**config.mk**
```make
export PLATFORM = sky130hd
export DESIGN_NAME = block_code_frame_assembler
export DESIGN_NICKNAME = d
export VERILOG_FILES = /design/src/rtl/block_code_frame_assembler_pkg.sv /design/src/rtl/block_code_frame_assembler_bank.sv /design/src/rtl/block_code_frame_assembler.sv
export SDC_FILE = /design/constraint.sdc
export NUM_CORES = 1
export LEC_CHECK = 0
export ABC_AREA = 1
export BUFFER_PORTS_ARGS = -buffer_cell sky130_fd_sc_hd__buf_4
export CAP_MARGIN = 20
export CELL_PAD_IN_SITES_DETAIL_PLACEMENT = 1
export CELL_PAD_IN_SITES_GLOBAL_PLACEMENT = 1
export CORE_ASPECT_RATIO = 0.7
export CORE_MARGIN = 3
export CORE_UTILIZATION = 40
export DETAILED_ROUTE_END_ITERATION = 8
export PLACE_DENSITY_LB_ADDON = 0.1
export SKIP_LAST_GASP = 1
export SYNTH_ARGS = -nofsm -noshare
export SYNTH_HDL_FRONTEND = slang
export SYNTH_HIERARCHICAL = 1
export SYNTH_SLANG_ARGS = --single-unit
export TNS_END_PERCENT = 5
```
**constraint.sdc**
```tcl
create_clock -name clk -period 5.4 [get_ports clk]
set_input_delay 1.08 -clock clk [delete_from_list [all_inputs] [get_ports clk]]
set_output_delay 1.08 -clock clk [all_outputs]
set_load 0.05 [all_outputs]
```
**src/rtl/block_code_frame_assembler_pkg.sv**
```systemverilog
// rtl/block_code_frame_assembler_pkg.sv - shared constants and types for the (20,A) frame assembler
package block_code_pkg;

    localparam int NUM_SYMBOLS_DEF = 20;
    localparam int DATA_WIDTH_DEF  = 4;
    localparam int MAX_CODE_LEN    = 13;
    localparam int CODE_LEN_W      = 8;

    localparam int TUSER_LEN_ERR = 0;
    localparam int TUSER_FRM_ERR = 1;

    typedef logic [DATA_WIDTH_DEF-1:0] symbol_t;

    function automatic logic code_len_illegal(input logic [CODE_LEN_W-1:0] len,
                                              input int max_len);
        return (len == '0) || (len > CODE_LEN_W'(max_len));
    endfunction

endpackage

```
**src/rtl/block_code_frame_assembler_bank.sv**
```systemverilog
// rtl/block_code_frame_assembler_bank.sv - one ping-pong half: symbol array, latched length, tuser, full flag
module block_code_frame_bank
    import block_code_pkg::*;
#(
    parameter int DATA_WIDTH  = DATA_WIDTH_DEF,
    parameter int NUM_SYMBOLS = NUM_SYMBOLS_DEF,
    parameter int IDX_W       = $clog2(NUM_SYMBOLS)
) (
    input  logic                              clk,
    input  logic                              resetn,
    input  logic                              wr_en,
    input  logic [IDX_W-1:0]                  wr_idx,
    input  logic [DATA_WIDTH-1:0]             wr_data,
    input  logic [CODE_LEN_W-1:0]             code_length,
    input  logic                              len_err,
    input  logic                              set_full,
    input  logic                              frm_err,
    input  logic                              clr_full,
    output logic [NUM_SYMBOLS*DATA_WIDTH-1:0] frame,
    output logic [CODE_LEN_W-1:0]             len,
    output logic [1:0]                        tuser,
    output logic                              full
);

    always_ff @(posedge clk) begin
        if (!resetn) begin
            frame <= '0;
            len   <= '0;
            tuser <= '0;
            full  <= 1'b0;
        end else begin
            if (wr_en) begin
                frame[wr_idx*DATA_WIDTH +: DATA_WIDTH] <= wr_data;
                if (wr_idx == '0) begin
                    len                  <= code_length;
                    tuser[TUSER_LEN_ERR] <= len_err;
                end
            end
            // Framing status is only final once the last symbol lands.
            if (set_full) begin
                full                 <= 1'b1;
                tuser[TUSER_FRM_ERR] <= frm_err;
            end else if (clr_full) begin
                full <= 1'b0;
            end
        end
    end

endmodule

```
**src/rtl/block_code_frame_assembler.sv**
```systemverilog
// rtl/block_code_frame_assembler.sv - serial soft symbols to ping-pong parallel frames; BLOCK_CODE_TLAST_CHECK_EN adds tlast framing check
module block_code_frame_assembler #(
    parameter int DATA_WIDTH   = 4,
    parameter int NUM_SYMBOLS  = 20,
    parameter int MAX_CODE_LEN = 13
) (
    input  logic                              clk,
    input  logic                              s_axis_aresetn,
    input  logic [7:0]                        code_length,
    input  logic [DATA_WIDTH-1:0]             s_axis_tdata,
    input  logic                              s_axis_tvalid,
`ifdef BLOCK_CODE_TLAST_CHECK_EN
    input  logic                              s_axis_tlast,
`endif
    output logic                              s_axis_tready,
    output logic [NUM_SYMBOLS*DATA_WIDTH-1:0] m_axis_tdata,
    output logic                              m_axis_tvalid,
    input  logic                              m_axis_tready,
    output logic [7:0]                        m_code_length,
    output logic [1:0]                        m_axis_tuser
);
    import block_code_pkg::*;

    localparam int IDX_W   = $clog2(NUM_SYMBOLS);
    localparam int FRAME_W = NUM_SYMBOLS * DATA_WIDTH;
    localparam logic [IDX_W-1:0] LAST_IDX = IDX_W'(NUM_SYMBOLS - 1);

    logic                  run;
    logic [IDX_W-1:0]      wr_cnt;
    logic                  wr_sel;
    logic                  rd_sel;
    logic [1:0]            full;
    logic [FRAME_W-1:0]    bank_data [2];
    logic [CODE_LEN_W-1:0] bank_len  [2];
    logic [1:0]            bank_user [2];
    logic                  accept;
    logic                  complete;
    logic                  discard;
    logic                  frm_err;
    logic                  len_err;
    logic                  deliver;

    assign s_axis_tready = run && !full[wr_sel];
    assign accept        = s_axis_tvalid && s_axis_tready;
    assign complete      = accept && (wr_cnt == LAST_IDX);
    assign m_axis_tvalid = full[rd_sel];
    assign deliver       = m_axis_tvalid && m_axis_tready;
    assign len_err       = code_len_illegal(code_length, MAX_CODE_LEN);

`ifdef BLOCK_CODE_TLAST_CHECK_EN
    logic err_pend;

    assign discard = accept && s_axis_tlast && (wr_cnt != LAST_IDX);
    assign frm_err = err_pend || !s_axis_tlast;

    // An early tlast poisons the next frame that actually completes.
    always_ff @(posedge clk) begin
        if (!s_axis_aresetn) begin
            err_pend <= 1'b0;
        end else if (discard) begin
            err_pend <= 1'b1;
        end else if (complete) begin
            err_pend <= 1'b0;
        end
    end
`else
    assign discard = 1'b0;
    assign frm_err = 1'b0;
`endif

    always_ff @(posedge clk) begin
        if (!s_axis_aresetn) begin
            run    <= 1'b0;
            wr_cnt <= '0;
            wr_sel <= 1'b0;
            rd_sel <= 1'b0;
        end else begin
            run <= 1'b1;
            if (complete || discard) begin
                wr_cnt <= '0;
            end else if (accept) begin
                wr_cnt <= wr_cnt + 1'b1;
            end
            if (complete) begin
                wr_sel <= ~wr_sel;
            end
            if (deliver) begin
                rd_sel <= ~rd_sel;
            end
        end
    end

    for (genvar b = 0; b < 2; b++) begin : g_bank
        block_code_frame_bank #(
            .DATA_WIDTH (DATA_WIDTH),
            .NUM_SYMBOLS(NUM_SYMBOLS),
            .IDX_W      (IDX_W)
        ) u_bank (
            .clk        (clk),
            .resetn     (s_axis_aresetn),
            .wr_en      (accept && (wr_sel == 1'(b))),
            .wr_idx     (wr_cnt),
            .wr_data    (s_axis_tdata),
            .code_length(code_length),
            .len_err    (len_err),
            .set_full   (complete && (wr_sel == 1'(b))),
            .frm_err    (frm_err),
            .clr_full   (deliver && (rd_sel == 1'(b))),
            .frame      (bank_data[b]),
            .len        (bank_len[b]),
            .tuser      (bank_user[b]),
            .full       (full[b])
        );
    end

    assign m_axis_tdata  = bank_data[rd_sel];
    assign m_code_length = bank_len[rd_sel];
    assign m_axis_tuser  = bank_user[rd_sel];

endmodule
```
==> results of run 1 <==
## final timing paths
| check | start | to |
|---|---|---|
| setup reg to reg | wr_cnt[0]$_SDFFE_PP0N_ | g_bank[1].u_bank/frame[11]$_SDFFE_PN0P_ |
| hold / removal | g_bank[0].u_bank/frame[24]$_SDFFE_PN0P_ | g_bank[0].u_bank/frame[24]$_SDFFE_PN0P_ |
| hold reg to reg | g_bank[0].u_bank/frame[24]$_SDFFE_PN0P_ | g_bank[0].u_bank/frame[24]$_SDFFE_PN0P_ |
| setup / recovery | rd_sel$_SDFFE_PN0P_ | m_axis_tdata[35] |
## power by group
group	switching (mW)	internal [mW]	total (mW)	leakage, nW
Sequential	0.00419	1.41	1.41	1.53
Clock	0.629	0.698	1.33	0.281
Combinational	0.216	0.0605	0.277	3.69
## cell usage after synthesis (all sizes together)
cell,n
nand2,611
nor2,386
dfxtp,190
inv,127
nand3,109
a21oi,76
o21ai,41
buf,40
clkbuf,33
nand4,22
nor3,22
ha,8
clkinv,6
nand3b,3
nor4,3
xor2,2
a31oi,1
conb,1
xnor2,1
## metrics by stage
stage / setup WS (ns) / util, % / total power, mW / hold WS [ns] / instance area (um^2)
finish: 1.77 / 47.2 / 3.01 / 0.470 / 11800
global placement: 2.28 / 44.8 / 1.71 / 0.452 / 11200
detailed placement: 2.12 / 44.8 / 1.71 / 0.456 / 11200
global route: 1.63 / 47.2 / 3.13 / 0.486 / 11800
floorplan: 2.63 / - / 1.63 / 0.439 / 10300
CTS: 1.73 / 47.2 / 3.04 / 0.473 / 11800
## worst reg2reg max path: stages, from the launching register on
cell and delay [ns]:
dfxtp_1 0.32, buf_4 0.24, inv_2 0.13, ha_1 0.23
nand2_1 0.11, nor2_1 0.06, ha_1 0.31, nand2_1 0.09
nor2_2 0.78, inv_2 0.19, nor2_2 0.34, nand2_1 0.11
nand2_1 0.08, nor2_1 0.05
## sequential cells by signal (all words and copies together), names as in the netlist
register and cells:
g_bank.u_bank/frame 160, g_bank.u_bank/len 16, wr_cnt 5, g_bank.u_bank/tuser 4, g_bank.u_bank/full 2, rd_sel 1, run 1, wr_sel 1
## placed cells by master (no fill, tap or decap), types with 2 or more instances in the layout
master,n
ha_1,8
nand4_2,2
nand2_4,4
inv_1,110
nor2_2,13
clkbuf_16,17
nor2_4,13
o21ai_0,40
clkinv_1,4
nand2_1,598
xor2_1,2
dfxtp_1,189
nor2_1,359
nand3b_1,3
buf_4,118
a21oi_1,75
nand2_2,9
nand4_1,19
nor4_1,3
clkinv_2,2
nand3_1,104
bufinv_16,2
nand3_2,5
inv_6,5
nor3_1,21
inv_2,16
inv_8,2
conb_1,2
clkinvlp_4,4
clkinv_4,2
## per-layer routing
layer  GRT usage, %  vias to the layer above  wire length (um)
met2           44.6                      213             17500
met3           5.17                       31              1710
met1           41.0                     5291             19500
met5              0                        -                 0
met4           5.85                        0               476
li1               -                     5310                 -
## cell type report
cell class	instances	area (um^2)	area share, %
repair buffers	118	886	7.53
flip-flops and latches	190	3810	32.4
clock buffers	17	425	3.62
clock inverters	15	174	1.48
well taps	325	407	3.46
multi-input cells	1287	5560	47.3
inverters	133	504	4.29
## cells by family (layout without fill, tap and decap cells)
group / Yosys count / after routing / synth area share, %
adder cells (fa/ha/maj): 8 / 8 / 0.977
XOR/XNOR: 3 / 3 / 0.256
buffers and inverters: 206 / 283 / 8.65
other: 1 / 2 / 0.0366
flip-flops: 190 / 190 / 37.1
AO/OA/AOI/OAI: 118 / 118 / 5.81
AND/OR/NAND/NOR: 1156 / 1156 / 47.2
==> qor.yml, run 1 <==
instances_no_fill: 2085
crit_family: "buffers and inverters"
cts.sinks: 190
crit_path_end_kind: "output port"
final-setup-viol-count: 0
place_congestion: 0.864
worstPathMaxFanout: 40
period_share_pct: 67.3
synth_top_area_share_pct: 37.1
cp-start-kind: "flip-flop"
clk_path_buf_depth: 2
cp.required_ns: 4.32
drtIter0Drc: 663
path_depth: 5
status: "finished, final reports clean"
crit_chain: "inv_2 -> buf_4 -> nand2_1 -> nand2_1 -> buf_4"
tns_ns: 0
hpwlAfterDp_mm: 29.1
max_freq_mhz: 275
ys.warnings.count: 6
r2r_cells: 13
synth_area_leaders: "dfxtp_1 37%, nand2_1 22%, nor2_1 13%"
syn_area_per_cell_um2: 6.09
clkLatencyLatePin_ns: 0.45
dieArea_um2: 27600
die_h_um: 140
cpPeakStageDelay_ns: 0.55
synth-seq-cells: 190
dr.pass1.iters: 6
post_route_cells_drive_above_1_share_pct: 12.5
drt.antenna.violating_nets: 0
postSynthCellCount: 1682
h-tree-depth: 4
maxCapViolCount: 0
synth.distinct_cells: 36
arrival_ns: 2.55
fillers: 3430
maxSlewViolCount: 0
cts_tree: "yes"
cts_resized: 0
grt_pass1_vias: 10900
core_um2: 24900
fin_skew_ns: 0.00914
grt_util_all_layers_pct: 28.4
dpl.cell_count: 2053
holdBufCountCts: 0
wl_per_cell_um: 18.8
vias: 10800
cts_setup_buffers: 0
clockRootBuffer: "clkbuf_16"
die_x_um: 197
final-hold-violation-count: 0
antenna_found_initial: 0
r2r_slack_ns: 2.27
power_leakage_nw: 5.50
powerDensity_nw_per_um2: 256
clk_pin_slew_ns: 0.07
path_buf_inv: 3
top_level_ports: 108
cts_inserted_buffers: 17
grt_max_degree: 81
grt-ovfl-total: 0
syn2layout_area_growth_pct: 14.8
whs_path_depth: 2
nNetsFinal: 1771
worst_pin_slew_ns: 0.985
yosysSeqAreaShare_pct: 37.1
rsz0062_at_grt: "no"
finalCriticalPeriod_ns: 3.63
hp-class: "flip-flop to flip-flop"
drc: 0
rows: 48
peakVddDrop_mv: 0.207
synth_area_um2: 10200
synth_largest_area_cell: "dfxtp_1"
cpMaxStageDelayCell: "inv_2"
grt_pass1_wl_mm: 61.2
max_slew_margin_pct: 34.3
io_buffer_count: 107
viasPerCell: 5.20
diodes: 0
initial_core_util_pct: 41.1
crit_type: "flip-flop to output port"
wl_mm: 39.3
(Power assumes the default switching activity.)
==> run 2, diff against run 1 <==
--- a/config.mk
+++ b/config.mk
@@ -12,7 +12,7 @@
 export CELL_PAD_IN_SITES_GLOBAL_PLACEMENT = 1
 export CORE_ASPECT_RATIO = 0.7
 export CORE_MARGIN = 3
-export CORE_UTILIZATION = 40
+export CORE_UTILIZATION = 37
 export DETAILED_ROUTE_END_ITERATION = 8
 export PLACE_DENSITY_LB_ADDON = 0.1
 export SKIP_LAST_GASP = 1
==> constraint.sdc (replaced) <==
create_clock -name clk -period 3.1 [get_ports clk]
set_input_delay 0.62 -clock clk [delete_from_list [all_inputs] [get_ports clk]]
set_output_delay 0.62 -clock clk [all_outputs]
set_load 0.05 [all_outputs]
==> run 2 against run 1 <==
Net effect: non-clock buffer count rose by 8; combinational power up 84%; flip-flop and latch count stayed put; via count increased by 0.18%; global-route usage is 1.9 points lower; critical path depth increased by 7; first-iteration DRC count shrank 5.0%; power is 81% higher; clock power rose by 86%; largest cell class unchanged.
==> qor.yml, run 2 (synthesis gave the netlist of run 1 again) <==
status: "finished, final reports clean"
cp.required_ns: 3.48  # -0.84 ns
cts_setup_buffers: 0  # unchanged
dieArea_um2: 29800  # +7.8%
max_freq_mhz: 356
viasPerCell: 5.10  # -2.0%
drtIter0Drc: 630  # -5.0%
final-hold-violation-count: 0  # unchanged
maxCapViolCount: 0  # unchanged
finalCriticalPeriod_ns: 2.81
grt_pass1_vias: 10700  # -2.4%
cp-start-kind: "flip-flop"
holdBufCountCts: 0  # unchanged
grt_util_all_layers_pct: 26.5  # -1.9 points
grt_max_degree: 142  # +75%
max_slew_margin_pct: 55.4  # +21 points
setup_ws_ns: 0.295  # -1.47 ns
p_total_mw: 5.44  # +81%
die_h_um: 145  # +3.8%
initial_core_util_pct: 38.0  # -3.1 points
hpwlAfterDp_mm: 29.3  # +0.74%
rsz0062_at_grt: "no"
diodes: 0  # unchanged
peakVddDrop_mv: 0.363  # +75%
antenna_found_initial: 0  # unchanged
place_ws_ns: 0.238  # -1.88 ns
instances_no_fill: 2132  # +2.3%
power_leakage_nw: 5.59  # +1.6%
most-common-layout-cells: "598 x nand2_1, 358 x nor2_1, 189 x dfxtp_1"
h-tree-depth: 4  # unchanged
crit_path_end_kind: "flip-flop"
nNetsFinal: 1779  # +0.45%
final_common_cell: "nand2_1"
cts.sinks: 190  # unchanged
reg_top3: "g_bank.u_bank/frame (160), g_bank.u_bank/len (16), wr_cnt (5)"
io_buffer_count: 107  # unchanged
tns_ns: 0  # unchanged
drt.antenna.violating_nets: 0  # unchanged
wl_mm: 39.8  # +1.5%
dpl_cell_area_um2: 11300  # +1.4%
clockRootBuffer: "clkbuf_16"
clkLatencyLatePin_ns: 0.45  # about the same
largest_reg_flops: 160  # unchanged
worst_pin_slew_ns: 0.669  # -0.316 ns
clk_path_buf_depth: 2  # unchanged
dr.pass1.iters: 5  # -1
dpl.cell_count: 2100  # +2.3%
clk_pin_slew_ns: 0.07  # about the same
place_congestion: 0.868  # +0.42%
top_register: "g_bank.u_bank/frame"
cts_inserted_buffers: 17  # unchanged
top_level_ports: 108  # unchanged
whs_path_depth: 3  # +1
final_util_pct: 44.4  # -2.8 points
r2r_cells: 12  # -1
r2r_slack_ns: 0.29  # -1.98 ns
crit_type: "flip-flop to flip-flop"
maxSlewViolCount: 0  # unchanged
die_x_um: 205  # +3.9%
wl_per_cell_um: 18.7  # -0.77%
powerDensity_nw_per_um2: 455  # +77%
cts_resized: 0  # unchanged
vias: 10900  # +0.18%
grt_pass1_wl_mm: 61.6  # +0.71%
holdWs_ns: 0.463  # -0.00703 ns
drc: 0  # unchanged
fin_skew_ns: 0.0113  # +0.00219 ns
final-setup-viol-count: 0  # unchanged
cts_tree: "yes"
period_share_pct: 90.5
post_route_cells_drive_above_1_share_pct: 12.8  # +0.34 points
hp-class: "input port to flip-flop"
syn2layout_area_growth_pct: 16.7
worstPathMaxFanout: 25  # -38%
arrival_ns: 3.18  # +0.63 ns
grt-ovfl-total: 0  # unchanged
core_um2: 27000  # +8.2%
stdcell_area_um2: 12000  # +1.7%
rows: 50  # +4.2%
==> run 2: report_power, final <==
| part | switching (mW) | leakage [nW] | total (mW) | internal [mW] |
|---|---|---|---|---|
| Sequential | 0.00863 | 1.53 | 2.46 | 2.45 |
| Clock | 1.02 | 0.314 | 2.47 | 1.45 |
| Combinational | 0.388 | 3.75 | 0.509 | 0.121 |
| Total | 1.42 | 5.59 | 5.44 | 4.02 |
==> run 2: cell type report <==
cell class | instances | area (um^2)
Fill cell | 3662 | 15000
Sequential cell | 190 | 3810
Inverter | 133 | 504
Clock buffer | 20 | 447
Clock inverter | 12 | 191
Tap cell | 364 | 455
Timing Repair Buffer | 126 | 996
Multi-Input combinational cell | 1287 | 5570
==> run 2: worst paths after layout <==
check / start / to
worst max-delay path: wr_cnt[1]$_SDFFE_PP0N_ / g_bank[1].u_bank/frame[31]$_SDFFE_PN0P_
worst min-delay path: code_length[4] / g_bank[0].u_bank/len[4]$_SDFFE_PN0P_
worst max register to register: wr_cnt[1]$_SDFFE_PP0N_ / g_bank[1].u_bank/frame[31]$_SDFFE_PN0P_
worst min register to register: g_bank[0].u_bank/frame[53]$_SDFFE_PN0P_ / g_bank[0].u_bank/frame[53]$_SDFFE_PN0P_
==> run 2: critical path, stage by stage (launching register included) <==
cell and delay [ns]:
dfxtp_1 0.52, inv_1 0.11, ha_1 0.23, nand2_1 0.12, nor2_1 0.05, ha_1 0.32, buf_4 0.29, inv_1 0.19
nor2_2 0.38, nand3_1 0.20, nand3_1 0.13, nand2_1 0.07, nor2_1 0.13
==> run 2: per-layer routing <==
metal / vias to the layer above / routed length [um] / share of wire, % / global-route usage, %
met5: - / 0 / 0 / 0
met4: 0 / 451 / 1.1 / 5.05
met3: 29 / 1810 / 4.5 / 3.88
met2: 249 / 17800 / 45 / 40.6
met1: 5250 / 19800 / 50 / 39.6
li1: 5337 / - / - / -
==> run 3, diff against run 2 <==
--- a/config.mk
+++ b/config.mk
@@ -12,12 +12,12 @@
 export CELL_PAD_IN_SITES_GLOBAL_PLACEMENT = 1
 export CORE_ASPECT_RATIO = 0.7
 export CORE_MARGIN = 3
-export CORE_UTILIZATION = 37
+export CORE_UTILIZATION = 38
 export DETAILED_ROUTE_END_ITERATION = 8
 export PLACE_DENSITY_LB_ADDON = 0.1
 export SKIP_LAST_GASP = 1
+export SLEW_MARGIN = 25
 export SYNTH_ARGS = -nofsm -noshare
 export SYNTH_HDL_FRONTEND = slang
-export SYNTH_HIERARCHICAL = 1
 export SYNTH_SLANG_ARGS = --single-unit
 export TNS_END_PERCENT = 5
==> run 3 against run 2 <==
Net effect: flip-flop and latch count down 2; utilization up 1.6 points; sequential power is essentially flat; register-to-register slack improved by 0.07 ns; die area is 2.0% lower; worst setup slack improved by 0.075 ns; largest cell class unchanged.
==> qor.yml, run 3 <==
die_h_um: 144  # -0.99%
grt_pass1_vias: 9983  # -6.4%
synth_nets: 1615
crit_path_end_kind: "flip-flop"
nNetsFinal: 1681  # -5.5%
initial_core_util_pct: 39.4  # +1.4 points
synth_area_um2: 10300  # +0.59%
p_total_mw: 5.18  # -4.9%
cp.required_ns: 3.44  # -0.04 ns
synth-seq-cells: 188  # -1.1%
diodes: 0  # unchanged
synth_xor_area_share_pct: 0.170  # -0.086 points
multi_input_area_um2: 5020  # -9.8%
viasPerCell: 4.95  # -2.9%
power.share.clock_pct: 43.7  # -1.8 points
wl_per_cell_um: 16.4  # -12%
worst_pin_slew_ns: 0.865  # +0.196 ns
async_reset_ff_share_pct: 0  # unchanged
dpl_cell_area_um2: 11400  # +1.1%
clockRootBuffer: "clkbuf_16"
core_um2: 26200  # -2.9%
fillers: 3445  # -5.9%
final-hold-violation-count: 0  # unchanged
syn2layout_area_growth_pct: 16.7  # about the same
io_buffer_count: 106  # -0.93%
max_slew_margin_pct: 42.3  # -13 points
maxCapViolCount: 0  # unchanged
clkLatencyLatePin_ns: 0.44  # about the same
wl_mm: 33.3  # -16%
final-setup-viol-count: 0  # unchanged
clk_path_buf_depth: 2  # unchanged
ys.warnings.count: 0  # -6
vias: 10000  # -7.5%
grt_util_all_layers_pct: 23.4  # -3.1 points
status: "finished, final reports clean"
finalCriticalPeriod_ns: 2.73  # -0.0746 ns
whs_path_depth: 2  # -1
stdcell_area_um2: 12000  # +0.51%
most-common-layout-cells: "417 x nand2_1, 288 x inv_1, 205 x nor2_1"
top_register: "g_bank.u_bank.frame"
post_route_cells_drive_above_1_share_pct: 13.4  # +0.61 points
dr.pass1.iters: 5  # unchanged
drt.antenna.violating_nets: 0  # unchanged
synth.distinct_cells: 32  # -11%
synth_mux_area_share_pct: 0  # unchanged
die_x_um: 203  # -1.0%
fin_skew_ns: 0.00909  # -0.00224 ns
power_leakage_nw: 5.48  # -2.0%
rows: 49  # -2.0%
cts_resized: 0  # unchanged
synth_fa_ha_area_share_pct: 0.364  # -0.61 points
drtIter0Drc: 555  # -12%
yosysSeqAreaShare_pct: 36.5  # -0.60 points
powerDensity_nw_per_um2: 430  # -5.4%
synthSimpleGateAreaFrac_pct: 39.2  # -8.0 points
rsz0062_at_grt: "no"
tns_ns: 0  # unchanged
drc: 0  # unchanged
clk_pin_slew_ns: 0.07  # about the same
worstPathMaxFanout: 13  # -48%
cts_setup_buffers: 0  # unchanged
dpl.cell_count: 2000  # -4.8%
cts_inserted_buffers: 17  # unchanged
synth-compound-area-share_pct: 8.83  # +3.0 points
p_sw_mw: 1.34  # -5.6%
cts.sinks: 188  # -1.1%
r2r_cells: 13  # +1
reg_top3: "g_bank.u_bank.frame (160), g_bank.u_bank.len (16), wr_cnt (5)"
max_freq_mhz: 366  # +2.7%
antenna_found_initial: 0  # unchanged
peakVddDrop_mv: 0.377  # +3.9%
largest_reg_flops: 160  # unchanged
internal_power_mw: 3.84  # -4.6%
arrival_ns: 3.07  # -0.11 ns
grt-ovfl-total: 0  # unchanged
top_level_ports: 108  # unchanged
hp-class: "flip-flop to flip-flop"
cp-start-kind: "flip-flop"
synth_common_cells: "417 x nand2_1, 288 x inv_1, 205 x nor2_1, 188 x dfxtp_1, 110 x o21ai_0"
place_congestion: 0.897  # +3.4%
sw_frac_of_total_pct: 25.9  # -0.20 points
hpwlAfterDp_mm: 24.3  # -17%
synth_top_area_share_pct: 36.5  # -0.60 points
synth_area_leaders: "dfxtp_1 37%, nand2_1 15%, inv_1 10%"
final_common_cell: "nand2_1"
synth_top_family_by_area: "simple AND/OR/NAND/NOR gates"
cts_tree: "yes"
period_share_pct: 88.1  # -2.4 points
setup_ws_ns: 0.369  # +0.0746 ns
dominantRegCellSynth: "dfxtp_1"
holdBufCountCts: 0  # unchanged
maxSlewViolCount: 0  # unchanged
synth_edf_count: 0  # unchanged
synth_largest_area_cell: "dfxtp_1"
crit_type: "flip-flop to flip-flop"
syn_area_per_cell_um2: 6.46  # +6.0%
regArea_um2: 3770  # -1.1%
dieArea_um2: 29200  # -2.0%
p_seq_share_pct: 47.0  # +1.8 points
grt_max_degree: 98  # -31%
h-tree-depth: 4  # unchanged
postSynthCellCount: 1596  # -5.1%
grt_pass1_wl_mm: 54.7  # -11%
synth.most_common_cell: "nand2_1"
instances_no_fill: 2030  # -4.8%
place_ws_ns: 0.441  # +0.203 ns
p_comb_share_pct: 9.3  # about the same
[run 3: power by group through the flow]
stage                     registers [mW]  logic (mW)  clock network [mW]
after global routing                2.43       0.523                2.43
after floorplan                     2.49       0.336                   0
after detailed placement            2.49       0.478                   0
final                               2.43       0.484                2.26
after global placement              2.49       0.472                   0
after CTS                           2.43       0.480                2.31
[run 3: critical path: stages, from the launching register on]
cell and delay, ns:
dfxtp_1 0.34, clkinv_1 0.20, ha_1 0.31, nand2_1 0.11, nor2_1 0.06, ha_1 0.22, inv_1 0.14, nand3_2 0.18
nand2_1 0.27, nand2_1 0.10, nor2_2 0.41, nand3_1 0.15, nand2_1 0.11, nor2_1 0.05
[run 3: routing by layer]
| metal | vias to the layer above | routed length (um) | track usage (%) |
|---|---|---|---|
| li1 | 5091 | - | - |
| met1 | 4749 | 17300 | 34.9 |
| met2 | 177 | 14200 | 35.3 |
| met3 | 28 | 1480 | 4.55 |
| met4 | 0 | 350 | 4.19 |
| met5 | - | 0 | 0 |
[run 3: path summary, 6_finish.rpt]
| path | end | slack (ns) | startpoint |
|---|---|---|---|
| hold / removal | g_bank[0].u_bank.len[3]$_SDFFE_PN0P_ | 0.45 | g_bank[0].u_bank.len[3]$_SDFFE_PN0P_ |
| hold reg to reg | g_bank[0].u_bank.len[3]$_SDFFE_PN0P_ | 0.45 | g_bank[0].u_bank.len[3]$_SDFFE_PN0P_ |
| setup reg to reg | g_bank[0].u_bank.frame[1]$_SDFFE_PN0P_ | 0.37 | wr_cnt[0]$_SDFFE_PP0P_ |
| setup / recovery | g_bank[0].u_bank.frame[1]$_SDFFE_PN0P_ | 0.37 | wr_cnt[0]$_SDFFE_PP0P_ |
[run 3: area by class of cell]
class | instances | share of cell area, %
Clock buffer | 22 | 3.86
Timing Repair Buffer | 137 | 9.18
Sequential cell | 188 | 31.3
Multi-Input combinational cell | 1023 | 41.7
Clock inverter | 8 | 0.978
Tap cell | 357 | 3.71
Inverter | 295 | 9.21
[run 3: metrics by stage]
stage	hold slack, ns	util, %
3_3_place_gp	0.434	43.7
2_1_floorplan	0.424	-
4_1_cts	0.447	45.9
6_report	0.447	45.9
3_5_place_dp	0.441	43.7
5_1_grt	0.463	45.9
[run 3: kinds of logic (layout without fill, tap and decap cells)]
family	Yosys count	in the layout
simple gates	841	841
other cells	1	1
buf+inv	385	462
xor+xnor	2	2
fa+ha+maj	3	3
flops	188	188
compound gates	176	176
